File: config.mk
export PLATFORM = sky130hd
export DESIGN_NAME = iob_eth_mem_bridge
export DESIGN_NICKNAME = d
export VERILOG_FILES = /design/src/rtl/iob_eth_mem_bridge.sv
export SDC_FILE = /design/constraint.sdc
export NUM_CORES = 1
export LEC_CHECK = 0
export CORE_MARGIN = 2
export CORE_UTILIZATION = 35
export DETAILED_ROUTE_END_ITERATION = 10
export PLACE_DENSITY = 0.75
export SYNTH_ARGS = -nofsm -noshare
export SYNTH_HDL_FRONTEND = slang
export SYNTH_SLANG_ARGS = --single-unit
File: constraint.sdc
create_clock -name clk -period 5.15 [get_ports clk]
set_clock_uncertainty 0.2 [all_clocks]
set_input_delay 1.03 -clock clk [delete_from_list [all_inputs] [get_ports clk]]
set_output_delay 1.03 -clock clk [all_outputs]
set_load 0.02 [all_outputs]
File: src/rtl/iob_eth_mem_bridge.sv
// -----------------------------------------------------------------------------
// iob_eth_mem_bridge
//
// Bridges the Ethernet core's IOb master port onto the system memory bus.
// The Ethernet DMA sees a 2^WINDOW_W byte window. Each in-window request is
// relocated to cfg_base + offset (modulo 2^ADDR_W) and issued downstream.
// Out-of-window requests are refused locally: they complete with zero read
// data and raise the sticky error flag. Only one transaction is in flight at
// a time.
//
// Optional feature: define ETH_MEM_TIMEOUT_EN to compile in a watchdog that
// aborts a downstream access that is not acknowledged within TIMEOUT cycles.
//
// Ports
//   clk        : clock
//   rst        : synchronous reset, active low
//   cfg_base   : relocation base address (sampled only when a request is taken)
//   s_*        : IOb slave side (from Ethernet core)
//                s_valid/s_addr/s_wdata/s_wstrb in, s_rdata/s_ready out
//   m_*        : IOb master side (to system memory)
//                m_valid/m_addr/m_wdata/m_wstrb out, m_rdata/m_ready in
//   err_o      : sticky error flag
//   err_cnt_o  : saturating count of refused or aborted accesses
//   err_clr    : clears err_o and err_cnt_o
// -----------------------------------------------------------------------------
module iob_eth_mem_bridge #(
    parameter int DATA_W   = 32,
    parameter int ADDR_W   = 24,
    parameter int WINDOW_W = 16,
    parameter int TIMEOUT  = 1024
) (
    input  logic                  clk,
    input  logic                  rst,
    input  logic [ADDR_W-1:0]     cfg_base,
    // upstream IOb slave
    input  logic                  s_valid,
    input  logic [31:0]           s_addr,
    input  logic [DATA_W-1:0]     s_wdata,
    input  logic [DATA_W/8-1:0]   s_wstrb,
    output logic [DATA_W-1:0]     s_rdata,
    output logic                  s_ready,
    // downstream IOb master
    output logic                  m_valid,
    output logic [ADDR_W-1:0]     m_addr,
    output logic [DATA_W-1:0]     m_wdata,
    output logic [DATA_W/8-1:0]   m_wstrb,
    input  logic [DATA_W-1:0]     m_rdata,
    input  logic                  m_ready,
    // error reporting
    output logic                  err_o,
    output logic [7:0]            err_cnt_o,
    input  logic                  err_clr
);

    localparam int STRB_W = DATA_W / 8;

    typedef enum logic [1:0] {
        IDLE  = 2'd0,
        ISSUE = 2'd1,
        DONE  = 2'd2
    } state_t;

    state_t              state_q, state_d;
    logic [ADDR_W-1:0]   m_addr_q, m_addr_d;
    logic [DATA_W-1:0]   m_wdata_q, m_wdata_d;
    logic [STRB_W-1:0]   m_wstrb_q, m_wstrb_d;
    logic [DATA_W-1:0]   s_rdata_q, s_rdata_d;
    logic                err_q, err_d;
    logic [7:0]          err_cnt_q, err_cnt_d;
    logic                err_event;

    logic                in_window;
    logic [ADDR_W-1:0]   offset_ext;

    assign in_window  = (s_addr[31:WINDOW_W] == '0);
    assign offset_ext = ADDR_W'(s_addr[WINDOW_W-1:0]);

`ifdef ETH_MEM_TIMEOUT_EN
    localparam int TMO_W = $clog2(TIMEOUT + 1);
    logic [TMO_W-1:0]    tmo_cnt_q, tmo_cnt_d;
`else
    // Keeps the parameter referenced when the watchdog is compiled out.
    logic unused_timeout;
    assign unused_timeout = (TIMEOUT != 0);
`endif

    // ------------------------------------------------------------------
    // Next-state / datapath
    // ------------------------------------------------------------------
    always_comb begin
        state_d   = state_q;
        m_addr_d  = m_addr_q;
        m_wdata_d = m_wdata_q;
        m_wstrb_d = m_wstrb_q;
        s_rdata_d = s_rdata_q;
        err_event = 1'b0;
`ifdef ETH_MEM_TIMEOUT_EN
        tmo_cnt_d = tmo_cnt_q;
`endif

        unique case (state_q)
            IDLE: begin
                if (s_valid) begin
                    if (in_window) begin
                        m_addr_d  = cfg_base + offset_ext;
                        m_wdata_d = s_wdata;
                        m_wstrb_d = s_wstrb;
`ifdef ETH_MEM_TIMEOUT_EN
                        tmo_cnt_d = '0;
`endif
                        state_d   = ISSUE;
                    end else begin
                        // Refused locally: nothing goes downstream.
                        s_rdata_d = '0;
                        err_event = 1'b1;
                        state_d   = DONE;
                    end
                end
            end

            ISSUE: begin
                if (m_ready) begin
                    // A zero strobe marks a read; writes return zero data.
                    s_rdata_d = (m_wstrb_q == '0) ? m_rdata : '0;
                    state_d   = DONE;
                end
`ifdef ETH_MEM_TIMEOUT_EN
                // This cycle's increment would reach TIMEOUT: abort. An
                // acknowledge in the same cycle wins (handled above).
                else if (tmo_cnt_q == TMO_W'(TIMEOUT - 1)) begin
                    s_rdata_d = '0;
                    err_event = 1'b1;
                    state_d   = DONE;
                end else begin
                    tmo_cnt_d = tmo_cnt_q + 1'b1;
                end
`endif
            end

            DONE: begin
                state_d = IDLE;
            end

            default: begin
                state_d = IDLE;
            end
        endcase

        // Error bookkeeping: a new error beats a simultaneous clear.
        err_d     = err_q;
        err_cnt_d = err_cnt_q;
        if (err_clr) begin
            err_d     = err_event;
            err_cnt_d = err_event ? 8'd1 : 8'd0;
        end else if (err_event) begin
            err_d     = 1'b1;
            err_cnt_d = (err_cnt_q == 8'hFF) ? err_cnt_q : err_cnt_q + 8'd1;
        end
    end

    // ------------------------------------------------------------------
    // State registers
    // ------------------------------------------------------------------
    always_ff @(posedge clk) begin
        if (!rst) begin
            state_q   <= IDLE;
            m_addr_q  <= '0;
            m_wdata_q <= '0;
            m_wstrb_q <= '0;
            s_rdata_q <= '0;
            err_q     <= 1'b0;
            err_cnt_q <= 8'd0;
`ifdef ETH_MEM_TIMEOUT_EN
            tmo_cnt_q <= '0;
`endif
        end else begin
            state_q   <= state_d;
            m_addr_q  <= m_addr_d;
            m_wdata_q <= m_wdata_d;
            m_wstrb_q <= m_wstrb_d;
            s_rdata_q <= s_rdata_d;
            err_q     <= err_d;
            err_cnt_q <= err_cnt_d;
`ifdef ETH_MEM_TIMEOUT_EN
            tmo_cnt_q <= tmo_cnt_d;
`endif
        end
    end

    // Handshake outputs follow the registered state directly.
    assign m_valid   = (state_q == ISSUE);
    assign s_ready   = (state_q == DONE);
    assign m_addr    = m_addr_q;
    assign m_wdata   = m_wdata_q;
    assign m_wstrb   = m_wstrb_q;
    assign s_rdata   = s_rdata_q;
    assign err_o     = err_q;
    assign err_cnt_o = err_cnt_q;

endmodule
# [After elaboration in Yosys (flattened, before gate mapping)]
# Cells that the tools add are included.
# Widths: inputs -> output; s select.
[classes] addsub=2 eq_ne=7 mux=18 n_reduce_logical=9
[ops] operator="$mux 32" count=4
[ops] operator="$pmux 32 s2" count=1
[ops] operator="$add 24x16->24" count=1
[ops] operator="$mux 8" count=3
[ops] operator="$logic_not 16->1" count=1
[ops] operator="$add 8x1->8 const B" count=1
[ops] operator="$eq 8x8->1 const B" count=1
[ops] operator="$mux 1" count=6
[ops] operator="$mux 2" count=3
[ops] operator="$ne 2x2->1 const B" count=3
[ops] operator="$logic_not 4->1" count=1
[ops] operator="$pmux 2 s2" count=1
[ops] operator="$reduce_and 2->1" count=2
[ops] operator="$reduce_and 4->1" count=1
[ops] operator="$reduce_bool 2->1" count=2
[ops] operator="$reduce_and 3->1" count=1
[ops] operator="$eq 2x1->1 const B" count=1
[ops] operator="$eq 2x2->1 const B" count=1
[ops] operator="$logic_not 2->1" count=1
[ops] operator="$ne 2x1->1 const B" count=1
[word_totals] ff_bits=103 inputBits=129 output_inout_bits=103

# [Depth between registers and ports, before layout]
# Gate-level depths: netlist of the first run.
[logic_depth] depth_word=6 depth_mapped=8 depth_no_buf=8

# [Least setup slack after synthesis of the first run]
# No wires, ideal clock.
[synth_timing] kind="input to register" startpoint="input cfg_base[0]" endpoint="register m_addr_q[14], in the netlist m_addr[14]" t_arrival_ps=2910 required_time_ps=4834 setup_slack_ps=1924 path_stages=8 path_cell_list="ha_1 fa_1 a21o_1 a221o_2 o21ai_0 o21ai_1 mux2i_1 a31o_2"
[synth_via] elab_chain_len=1
[synth_lines] element="start, declared" line="34" source="input logic [ADDR_W-1:0] cfg_base,"
[synth_lines] element="$add 24x16->24" line="105" source="m_addr_d = cfg_base + offset_ext;"
[synth_lines] element="end signal, assigned" line="178" source="m_addr_q <= m_addr_d;"
[synth_lines] element="end, declared" line="64" source="logic [ADDR_W-1:0] m_addr_q, m_addr_d;"
# Every way passes these cells.
# A chain may end at the register's enable or synchronous reset.

# [Final worst setup path of the first run]
# Same ends and word-level chain as after synthesis.

==> results of run 1 <==
## worst max-delay path, stage by stage
cell	delay, ps
clkdlybuf4s50_1	400
ha_1	240
fa_1	420
a21o_1	210
a221o_2	390
o21ai_0	330
o21ai_1	160
mux2i_1	140
a31o_2	210
## power breakdown
group | total, mW | switching, mW | leakage [nW] | internal, mW
Clock | 0.735 | 0.308 | 0.156 | 0.428
Combinational | 0.247 | 0.106 | 1.68 | 0.141
Sequential | 0.799 | 0.00168 | 0.830 | 0.798
Total | 1.78 | 0.416 | 2.66 | 1.37
## sequential cells by signal, summed over array words and instances, names as in the netlist
name / count
err_cnt_o: 8
err_o: 1
m_addr: 24
m_wdata: 32
m_wstrb: 4
s_rdata: 32
state_q: 2
## placed cells by master, fill, tap and decap left out, types with 6 or more instances in the layout
master and instances:
nor2_1 21, a21boi_0 41, xnor2_1 9, nor4_1 6, nand4_1 6, o21ai_0 26, nand2_1 108, ha_1 17
a22o_1 32, buf_4 6, or3_1 6, a21oi_1 13, nor2b_1 7, clkbuf_16 9, dfxtp_1 103, clkdlybuf4s50_1 230
nand3_1 24
## logic make-up after synthesis
kind of cell             synth area share, %
AO/OA/AOI/OAI                           24.6
buffers and inverters                   3.92
adder cells (fa/ha/maj)                 4.89
XOR/XNOR                                2.39
multiplexers                           0.210
flip-flops                              43.3
AND/OR/NAND/NOR                         20.6
## worst min-delay path by stage
stage | slack [ps] | cells after the start | start | to
after floorplan | 330 | 2 | m_wdata[6] | m_wdata[6]
after global placement | 240 | 2 | m_wdata[5] | m_wdata[5]
after detailed placement | 240 | 2 | m_wdata[4] | m_wdata[4]
after CTS | 250 | 2 | m_wdata[4] | m_wdata[4]
after global routing | 270 | 2 | m_wdata[4] | m_wdata[4]
final | 250 | 2 | m_wdata[4] | m_wdata[4]
## final cells by class
class	count	area [µm²]	area share (%)
Timing Repair Buffer	237	2350	31.4
Clock inverter	7	95.1	1.27
Multi-Input combinational cell	400	2520	33.6
Sequential cell	103	2060	27.5
Inverter	4	15.0	0.201
Clock buffer	9	225	3.01
Tap cell	176	220	2.94
## metal layers
layer / GRT usage (%) / vias up
met5: 0 / -
met4: 8.28 / 0
met3: 3.82 / 21
met2: 35.0 / 187
met1: 21.8 / 2235
li1: - / 2370
## through the flow
stage	power (mW)	instance area, µm²
2_1_floorplan	0.933	4760
3_3_place_gp	1.06	7170
3_5_place_dp	1.06	7170
4_1_cts	1.80	7490
5_1_grt	1.86	7490
6_report	1.78	7490
==> out/qor.yml, run 1 <==
status: "completed"
fmax_ghz: 0.287
n_fill_cell: 1200
cts_resized: 0
slew_violations: 0
root_buffer: "clkbuf_16"
rsz0062_at_grt: "no"
tns_ps: 0
post-route-util_pct: 56.5
holdBufCountCts: 0
critical_path_class: "primary input to register"
cts.htree.levels: 3
hold_viol: 0
synth_top_area_share_pct: 43.3
wl_met3_um: 911
syn_nets: 687
globalRouteOverflowTotal: 0
core_mm2: 0.0132
period_share_pct: 67.6
yosysSeqAreaShare_pct: 43.3
ys_ff_latch: 103
cts_tree: "done"
clk_pin_slew_ps: 70
syn_area_mm2: 0.00476
period_minus_slack_ps: 3480
yosysMostFrequentCell: "nand2_1"
grt_pass1_vias: 4683
cp-start-kind: "primary input"
dr.pass1.iters: 4
gp_congestion: 0.850
dieArea_mm2: 0.0145
post_drt_wl_per_cell_um: 15.5
wl_met1_um: 5980
synthFlopType: "dfxtp_1"
synthTopCellsByArea: "dfxtp_1 43%, nand2_1 8.6%, a21boi_0 6.5%"
grtUsageTotal_pct: 19.3
r2r-start: "state_q[0]"
antenna_left: 0
synth_area_per_cell_um2: 8.81
min_path_type: "register to register"
die_h_um: 121
drt_wl_total_um: 14600
cp-end-kind: "register"
synth-edff-count: 0
rows: 42
drcViolationCount: 0
clkSinkCount: 103
crit_path_start: "cfg_base[0]"
dp_hpwl_um: 11100
top_layer: "met4"
critPathRequiredTime_ps: 5200
post-place-ws_ps: 1320
crit_arrival_ps: 3530
routed-wl-met2_um: 7340
post-synth-top-area-cell: "dfxtp_1"
hold-worst-slack_ps: 252
initial_core_util_pct: 35.9
reg2regPathDepth: 6
antenna_found_initial: 0
drive_gt1_share_pct: 5.26
final_cells: 936
die_x_um: 121
postCtsSetupBuffers: 0
slew_headroom_pct: 64.1
pin_count: 232
cap_viol_max_count: 0
async_reset_ff_share_pct: 0
nets: 902
synth_cell_types: 59
vias: 4813
synth_common_cells: "109 x nand2_1, 103 x dfxtp_1, 41 x a21boi_0"
layout_setup_ws_ps: 1670
area_growth_pct: 57.4
rrSetupSlack_ps: 3010
dp_cells: 920
clk_latency_ps: 340
vdd_drop_max_v: 0.000156
drt_iter0_markers: 260
grt_start_max_net_pins: 47
leakagePower_nw: 2.66
powerDensity_mw_per_mm2: 238
rr_endpoint: "m_addr[7]"
numPortBuffers: 231
finalSetupViolCount: 0
grt_pass1_wl_um: 22600
drt-vias-per-instance: 5.14
clock_path_buffers: 2
crit_end: "m_addr[14]"
yosys_warnings: 0
antenna_cells: 0
cp_max_fo: 4
postSynthCellCount: 540
worstMarginPinSlew_ps: 538
cts_inserted_buffers: 9
No activity file was read; power rests on OpenSTA's default activity.
==> run 2: changes to the inputs <==
==> constraint.sdc (replaced) <==
create_clock -name clk -period 3.6 [get_ports clk]
set_clock_uncertainty 0.2 [all_clocks]
set_input_delay 0.72 -clock clk [delete_from_list [all_inputs] [get_ports clk]]
set_output_delay 0.72 -clock clk [all_outputs]
set_load 0.02 [all_outputs]
==> out/qor.yml, run 2 (same netlist as run 1, synthesis figures left out) <==
postCtsSetupBuffers: 0  # unchanged
status: "completed"
hold-worst-slack_ps: 260  # +8.60 ps
pin_count: 232  # unchanged
initial_core_util_pct: 35.9  # unchanged
worstMarginPinSlew_ps: 631  # +92.6 ps
max_stage_delay_ps: 410  # about the same
antenna_found_initial: 0  # unchanged
dr.pass1.iters: 5  # +1
clock_path_buffers: 2  # unchanged
slew_violations: 0  # unchanged
final_area_mm2: 0.00747  # -0.20%
nets: 906  # +0.44%
gp_congestion: 0.895  # +5.3%
drcViolationCount: 0  # unchanged
period_share_pct: 87.2
core_mm2: 0.0132  # unchanged
powerDensity_mw_per_mm2: 322  # +35%
die_h_um: 121  # unchanged
clk_pin_slew_ps: 70  # about the same
cts.htree.levels: 3  # unchanged
hold_path_end: "m_wdata[5]"
critical_path_buf_inv_count: 1  # unchanged
crit_family: "compound AO/OA/AOI/OAI gates"
die_x_um: 121  # unchanged
final_cell_mix: "230 x clkdlybuf4s50_1, 108 x nand2_1, 103 x dfxtp_1"
cts_resized: 0  # unchanged
clk_latency_ps: 340  # about the same
cp-end-kind: "register"
min_from: "m_wdata[5]"
dp_hpwl_um: 11200  # +1.1%
clkSinkCount: 103  # unchanged
min_path_type: "register to register"
post_drt_wl_per_cell_um: 15.5  # -0.61%
leakagePower_nw: 2.66  # about the same
dieArea_mm2: 0.0145  # unchanged
reg2regPathDepth: 7  # +1
drt-vias-per-instance: 5.21  # +1.2%
fmax_ghz: 0.319
grt_start_max_net_pins: 40  # -15%
tns_ps: 0  # unchanged
grt_pass1_vias: 4707  # +0.51%
critPathRequiredTime_ps: 3640  # -1560 ps
cts_inserted_buffers: 9  # unchanged
rows: 42  # unchanged
slew_headroom_pct: 58.0  # -6.2 points
crit_cells: 9  # unchanged
globalRouteOverflowTotal: 0  # unchanged
vias: 4888  # +1.6%
root_buffer: "clkbuf_16"
placed_area_mm2: 0.00720  # +0.42%
area_growth_pct: 57.1
hold_viol: 0  # unchanged
numPortBuffers: 231  # unchanged
rr_endpoint: "m_wdata[17]"
post-route-util_pct: 56.4  # -0.11 points
crit_arrival_ps: 3180  # -350 ps
drt_wl_total_um: 14500  # -0.30%
cts_tree: "done"
drt_iter0_markers: 222  # -15%
r2r-start: "state_q[0]"
cp_max_fo: 3  # -1
cp_cell_sequence: "clkdlybuf4s50_1 > ha_1 > fa_1 > a21o_1 > a221o_2 > o21ai_0 > o21ai_1 > mux2i_1 > a31o_2"
holdBufCountCts: 0  # unchanged
antenna_cells: 0  # unchanged
layout_commonest_cell: "clkdlybuf4s50_1"
critical_path_class: "primary input to register"
cp-start-kind: "primary input"
grtUsageTotal_pct: 20.0  # +0.69 points
finalSetupViolCount: 0  # unchanged
drive_gt1_share_pct: 5.50  # +0.24 points
whs_path_depth: 2  # unchanged
slowest_stage: "clkdlybuf4s50_1"
antenna_left: 0  # unchanged
rrSetupSlack_ps: 1580  # -1430 ps
p_total_mw: 2.41  # +35%
period_minus_slack_ps: 3140
vdd_drop_max_v: 0.000205  # +31%
cap_viol_max_count: 0  # unchanged
grt_pass1_wl_um: 23200  # +3.0%
rsz0062_at_grt: "no"
[run 2: power breakdown]
| part | internal, mW | switching [mW] |
|---|---|---|
| Sequential | 1.14 | 0.00226 |
| Clock | 0.502 | 0.408 |
| Combinational | 0.204 | 0.152 |
[run 2: per-layer routing]
metal  up-vias  wire [µm]  global-route usage, %
li1       2371          -                      -
met1      2272       5800                   23.1
met2       213       7160                   35.2
met3        32       1100                   4.20
met4         0        442                   9.30
met5         -          0                      0
[run 2: cell type report]
cell class	instances	area (µm²)
Tap cell	176	220
Clock inverter	3	18.8
Timing Repair Buffer	241	2380
Multi-Input combinational cell	400	2520
Sequential cell	103	2060
Inverter	4	15.0
Clock buffer	12	256
Fill cell	1190	5770
[run 2: worst reg2reg max path, stage by stage, from the launching register on]
cell and delay [ps]:
dfxtp_1 370, nand2b_1 180, nor2_1 90, nand2_2 330, buf_4 250, buf_4 260
nand2_1 80, a21boi_0 180
[run 2: how the worst max path moves through the flow]
stage | start | endpoint | slack (ps)
2_1_floorplan | cfg_base[0] | m_addr[14] | 680
3_3_place_gp | cfg_base[0] | m_addr[14] | 140
3_5_place_dp | cfg_base[0] | m_addr[14] | 70
4_1_cts | cfg_base[0] | m_addr[14] | 450
5_1_grt | cfg_base[0] | m_addr[14] | 400
6_report | cfg_base[0] | m_addr[14] | 460
[run 2: through the flow]
| stage | setup slack (ps) | std cells |
|---|---|---|
| floorplan | 684 | 540 |
| global placement | 136 | 924 |
| detailed placement | 74.0 | 924 |
| CTS | 454 | 939 |
| global route | 401 | 939 |
| finish | 460 | 939 |
==> run 3: changes to the inputs <==
--- a/config.mk
+++ b/config.mk
@@ -5,10 +5,11 @@
 export SDC_FILE = /design/constraint.sdc
 export NUM_CORES = 1
 export LEC_CHECK = 0
+export ABC_AREA = 1
 export CORE_MARGIN = 2
 export CORE_UTILIZATION = 35
 export DETAILED_ROUTE_END_ITERATION = 10
-export PLACE_DENSITY = 0.75
+export PLACE_DENSITY = 0.72
 export SYNTH_ARGS = -nofsm -noshare
 export SYNTH_HDL_FRONTEND = slang
 export SYNTH_SLANG_ARGS = --single-unit
==> out/qor.yml, run 3 <==
period_share_pct: 74.0  # -13 points
cp_cell_sequence: "clkdlybuf4s50_1 > ha_1 > fa_1 > nand2_1 > nand2_1 > nand3_1 > nand2_1 > nand3_1 > nand3_1 > nand2_1 > nand3_1 > nand2_1 > inv_1"
dr.pass1.iters: 5  # unchanged
seqCellArea_mm2: 0.00206  # unchanged
rr_endpoint: "err_cnt_o[3]"
slowest_stage: "fa_1"
initial_core_util_pct: 35.8  # -0.16 points
p_sw_mw: 0.671  # +19%
tns_ps: 0  # unchanged
multiInputGateArea_mm2: 0.00286  # +14%
synthMuxAreaShare_pct: 0  # -0.21 points
drt_wl_total_um: 17200  # +18%
syn_area_mm2: 0.00542  # +14%
min_path_type: "register to register"
clkSinkCount: 103  # unchanged
rows: 45  # +7.1%
p_int_mw: 1.92  # +3.8%
finalSetupViolCount: 0  # unchanged
hold_viol: 0  # unchanged
root_buffer: "clkbuf_16"
area_growth_pct: 50.8
core_mm2: 0.0151  # +14%
postSynthCellCount: 804  # +49%
synth_top_family_by_area: "simple AND/OR/NAND/NOR gates"
critical_path_class: "primary input to register"
crit_arrival_ps: 2710  # -470 ps
cp_max_fo: 4  # +1
cts_tree: "done"
nets: 1167  # +29%
worstMarginPinSlew_ps: 503  # -128 ps
synth-simple-area-share_pct: 36.9  # +16 points
synth_cell_types: 36  # -39%
drt_iter0_markers: 370  # +67%
synth_area_per_cell_um2: 6.74  # -24%
synth_common_cells: "194 x nand2_1, 134 x nor2_1, 103 x dfxtp_1"
post_drt_wl_per_cell_um: 14.2  # -8.3%
clockPowerShare_pct: 39.9  # +2.1 points
ys_ff_latch: 103  # unchanged
grt_pass1_wl_um: 26700  # +15%
switching_share_pct: 25.9  # +2.6 points
numPortBuffers: 231  # unchanged
placed_area_mm2: 0.00785  # +9.1%
antenna_left: 0  # unchanged
clk_latency_ps: 350  # about the same
synth_compound_area_share_pct: 10.1  # -14 points
clk_pin_slew_ps: 70  # about the same
final_cells: 1213  # +29%
synth_fa_ha_area_share_pct: 4.30  # -0.60 points
synthFlopType: "dfxtp_1"
status: "completed"
crit_family: "simple AND/OR/NAND/NOR gates"
yosys_warnings: 0  # unchanged
synth-edff-count: 0  # unchanged
vdd_drop_max_v: 0.000262  # +28%
post-synth-top-area-cell: "dfxtp_1"
rrSetupSlack_ps: 1660  # +80 ps
cap_viol_max_count: 0  # unchanged
drt-vias-per-instance: 4.85  # -6.8%
gp_congestion: 0.976  # +9.1%
pin_count: 232  # unchanged
yosysSeqAreaShare_pct: 38.1  # -5.3 points
cp-end-kind: "register"
slew_violations: 0  # unchanged
grtUsageTotal_pct: 20.2  # +0.21 points
clock_path_buffers: 2  # unchanged
die_x_um: 128  # +6.5%
period_minus_slack_ps: 2660  # -477 ps
cts_inserted_buffers: 9  # unchanged
synth_xor_area_share_pct: 1.29  # -1.1 points
final_cell_mix: "230 x clkdlybuf4s50_1, 194 x nand2_1, 133 x nor2_1"
hold_path_end: "s_rdata[10]"
dieArea_mm2: 0.0165  # +13%
rsz0062_at_grt: "no"
crit_cells: 13  # +4
grt_start_max_net_pins: 48  # +20%
drive_gt1_share_pct: 4.29  # -1.2 points
whs_path_depth: 2  # unchanged
dp_cells: 1197  # +30%
syn_nets: 951  # +38%
slew_headroom_pct: 66.5  # +8.5 points
globalRouteOverflowTotal: 0  # unchanged
seqPwrFrac_pct: 44.2  # -3.3 points
final_area_mm2: 0.00817  # +9.3%
fmax_ghz: 0.376  # +18%
cp-start-kind: "primary input"
vias: 5887  # +20%
antenna_cells: 0  # unchanged
drcViolationCount: 0  # unchanged
powerDensity_mw_per_mm2: 317  # -1.7%
die_h_um: 128  # +6.5%
critPathRequiredTime_ps: 3650  # about the same
min_from: "s_rdata[10]"
cts_resized: 0  # unchanged
n_fill_cell: 1473  # +24%
layout_commonest_cell: "clkdlybuf4s50_1"
grt_pass1_vias: 5384  # +14%
worst_path_most_repeated_cell: "nand2_1"
postCtsSetupBuffers: 0  # unchanged
max_stage_delay_ps: 460  # +50 ps
leakagePower_nw: 3.67  # +38%
async_reset_ff_share_pct: 0  # unchanged
yosysMostFrequentCell: "nand2_1"
holdBufCountCts: 0  # unchanged
dp_hpwl_um: 12900  # +15%
antenna_found_initial: 0  # unchanged
synthTopCellsByArea: "dfxtp_1 38%, nand2_1 13%, nor2_1 9.3%"
reg2regPathDepth: 8  # +1
share_comb_of_total_power_pct: 15.9  # +1.1 points
critical_path_buf_inv_count: 2  # +1
cts.htree.levels: 3  # unchanged
r2r-start: "err_cnt_o[0]"
synth_top_area_share_pct: 38.1  # -5.3 points
run 3: changes by cell type in the layout (fill, tap and decap cells not counted), sizes merged, moves of 24 or more:
| cell | change |
|---|---|
| nand3 | +48 |
| nor2 | +118 |
| nand2 | +87 |
| inv | +82 |
| a21boi | -44 |
| o21ai | +24 |
| a22o | -32 |
| nand4 | +33 |
run 3: how the worst max path moves through the flow:
stage / slack (ps) / start / to
finish: 940 / cfg_base[0] / m_addr[14]
global route: 800 / cfg_base[0] / m_addr[16]
CTS: 930 / state_q[0] / m_valid
detailed placement: 620 / cfg_base[0] / m_addr[22]
global placement: 610 / cfg_base[0] / m_addr[22]
floorplan: 1310 / cfg_base[0] / m_addr[14]
run 3: worst register-to-register path: cells and delay by family, from the launching register on:
| kind | cells | cell delay [ps] |
|---|---|---|
| AND/OR/NAND/NOR | 6 | 850 |
| flip-flops | 1 | 420 |
| adder cells (fa/ha/maj) | 1 | 220 |
| AO/OA/AOI/OAI | 1 | 150 |
run 3: power by group through the flow:
stage,Combinational (mW),Sequential (mW),Clock (mW)
2_1_floorplan,0.206,1.17,0
3_3_place_gp,0.405,1.17,0
3_5_place_dp,0.407,1.17,0
4_1_cts,0.409,1.14,1.07
5_1_grt,0.452,1.14,1.11
6_report,0.412,1.14,1.03
run 3: area by class of cell:
type	count	area share, %
well taps	188	2.88
multi-input cells	583	35.0
repair buffers	239	29.1
inverters	84	3.86
flip-flops and latches	103	25.2
clock buffers	10	2.93
clock inverters	6	0.934
run 3: cells by family (layout without fill, tap and decap cells):
kind of cell / Yosys count / count (layout)
buf+inv: 118 / 339
fa+ha+maj: 18 / 18
compound gates: 97 / 97
xor+xnor: 8 / 8
flops: 103 / 103
simple gates: 460 / 460
run 3: per-stage QoR:
step	hold slack (ps)	setup slack (ps)	power, mW	util, %
2_1_floorplan	342	1310	1.38	-
3_3_place_gp	258	610	1.58	51.9
3_5_place_dp	260	615	1.58	51.9
4_1_cts	272	935	2.63	53.9
5_1_grt	289	798	2.70	53.9
6_report	271	938	2.59	53.9
run 3: metal layers:
| metal | global-route usage (%) | vias up | wire [µm] |
|---|---|---|---|
| li1 | - | 3035 | - |
| met1 | 25.9 | 2629 | 7440 |
| met2 | 32.3 | 199 | 7960 |
| met3 | 6.24 | 24 | 1420 |
| met4 | 6.92 | 0 | 379 |
| met5 | 0 | - | 0 |
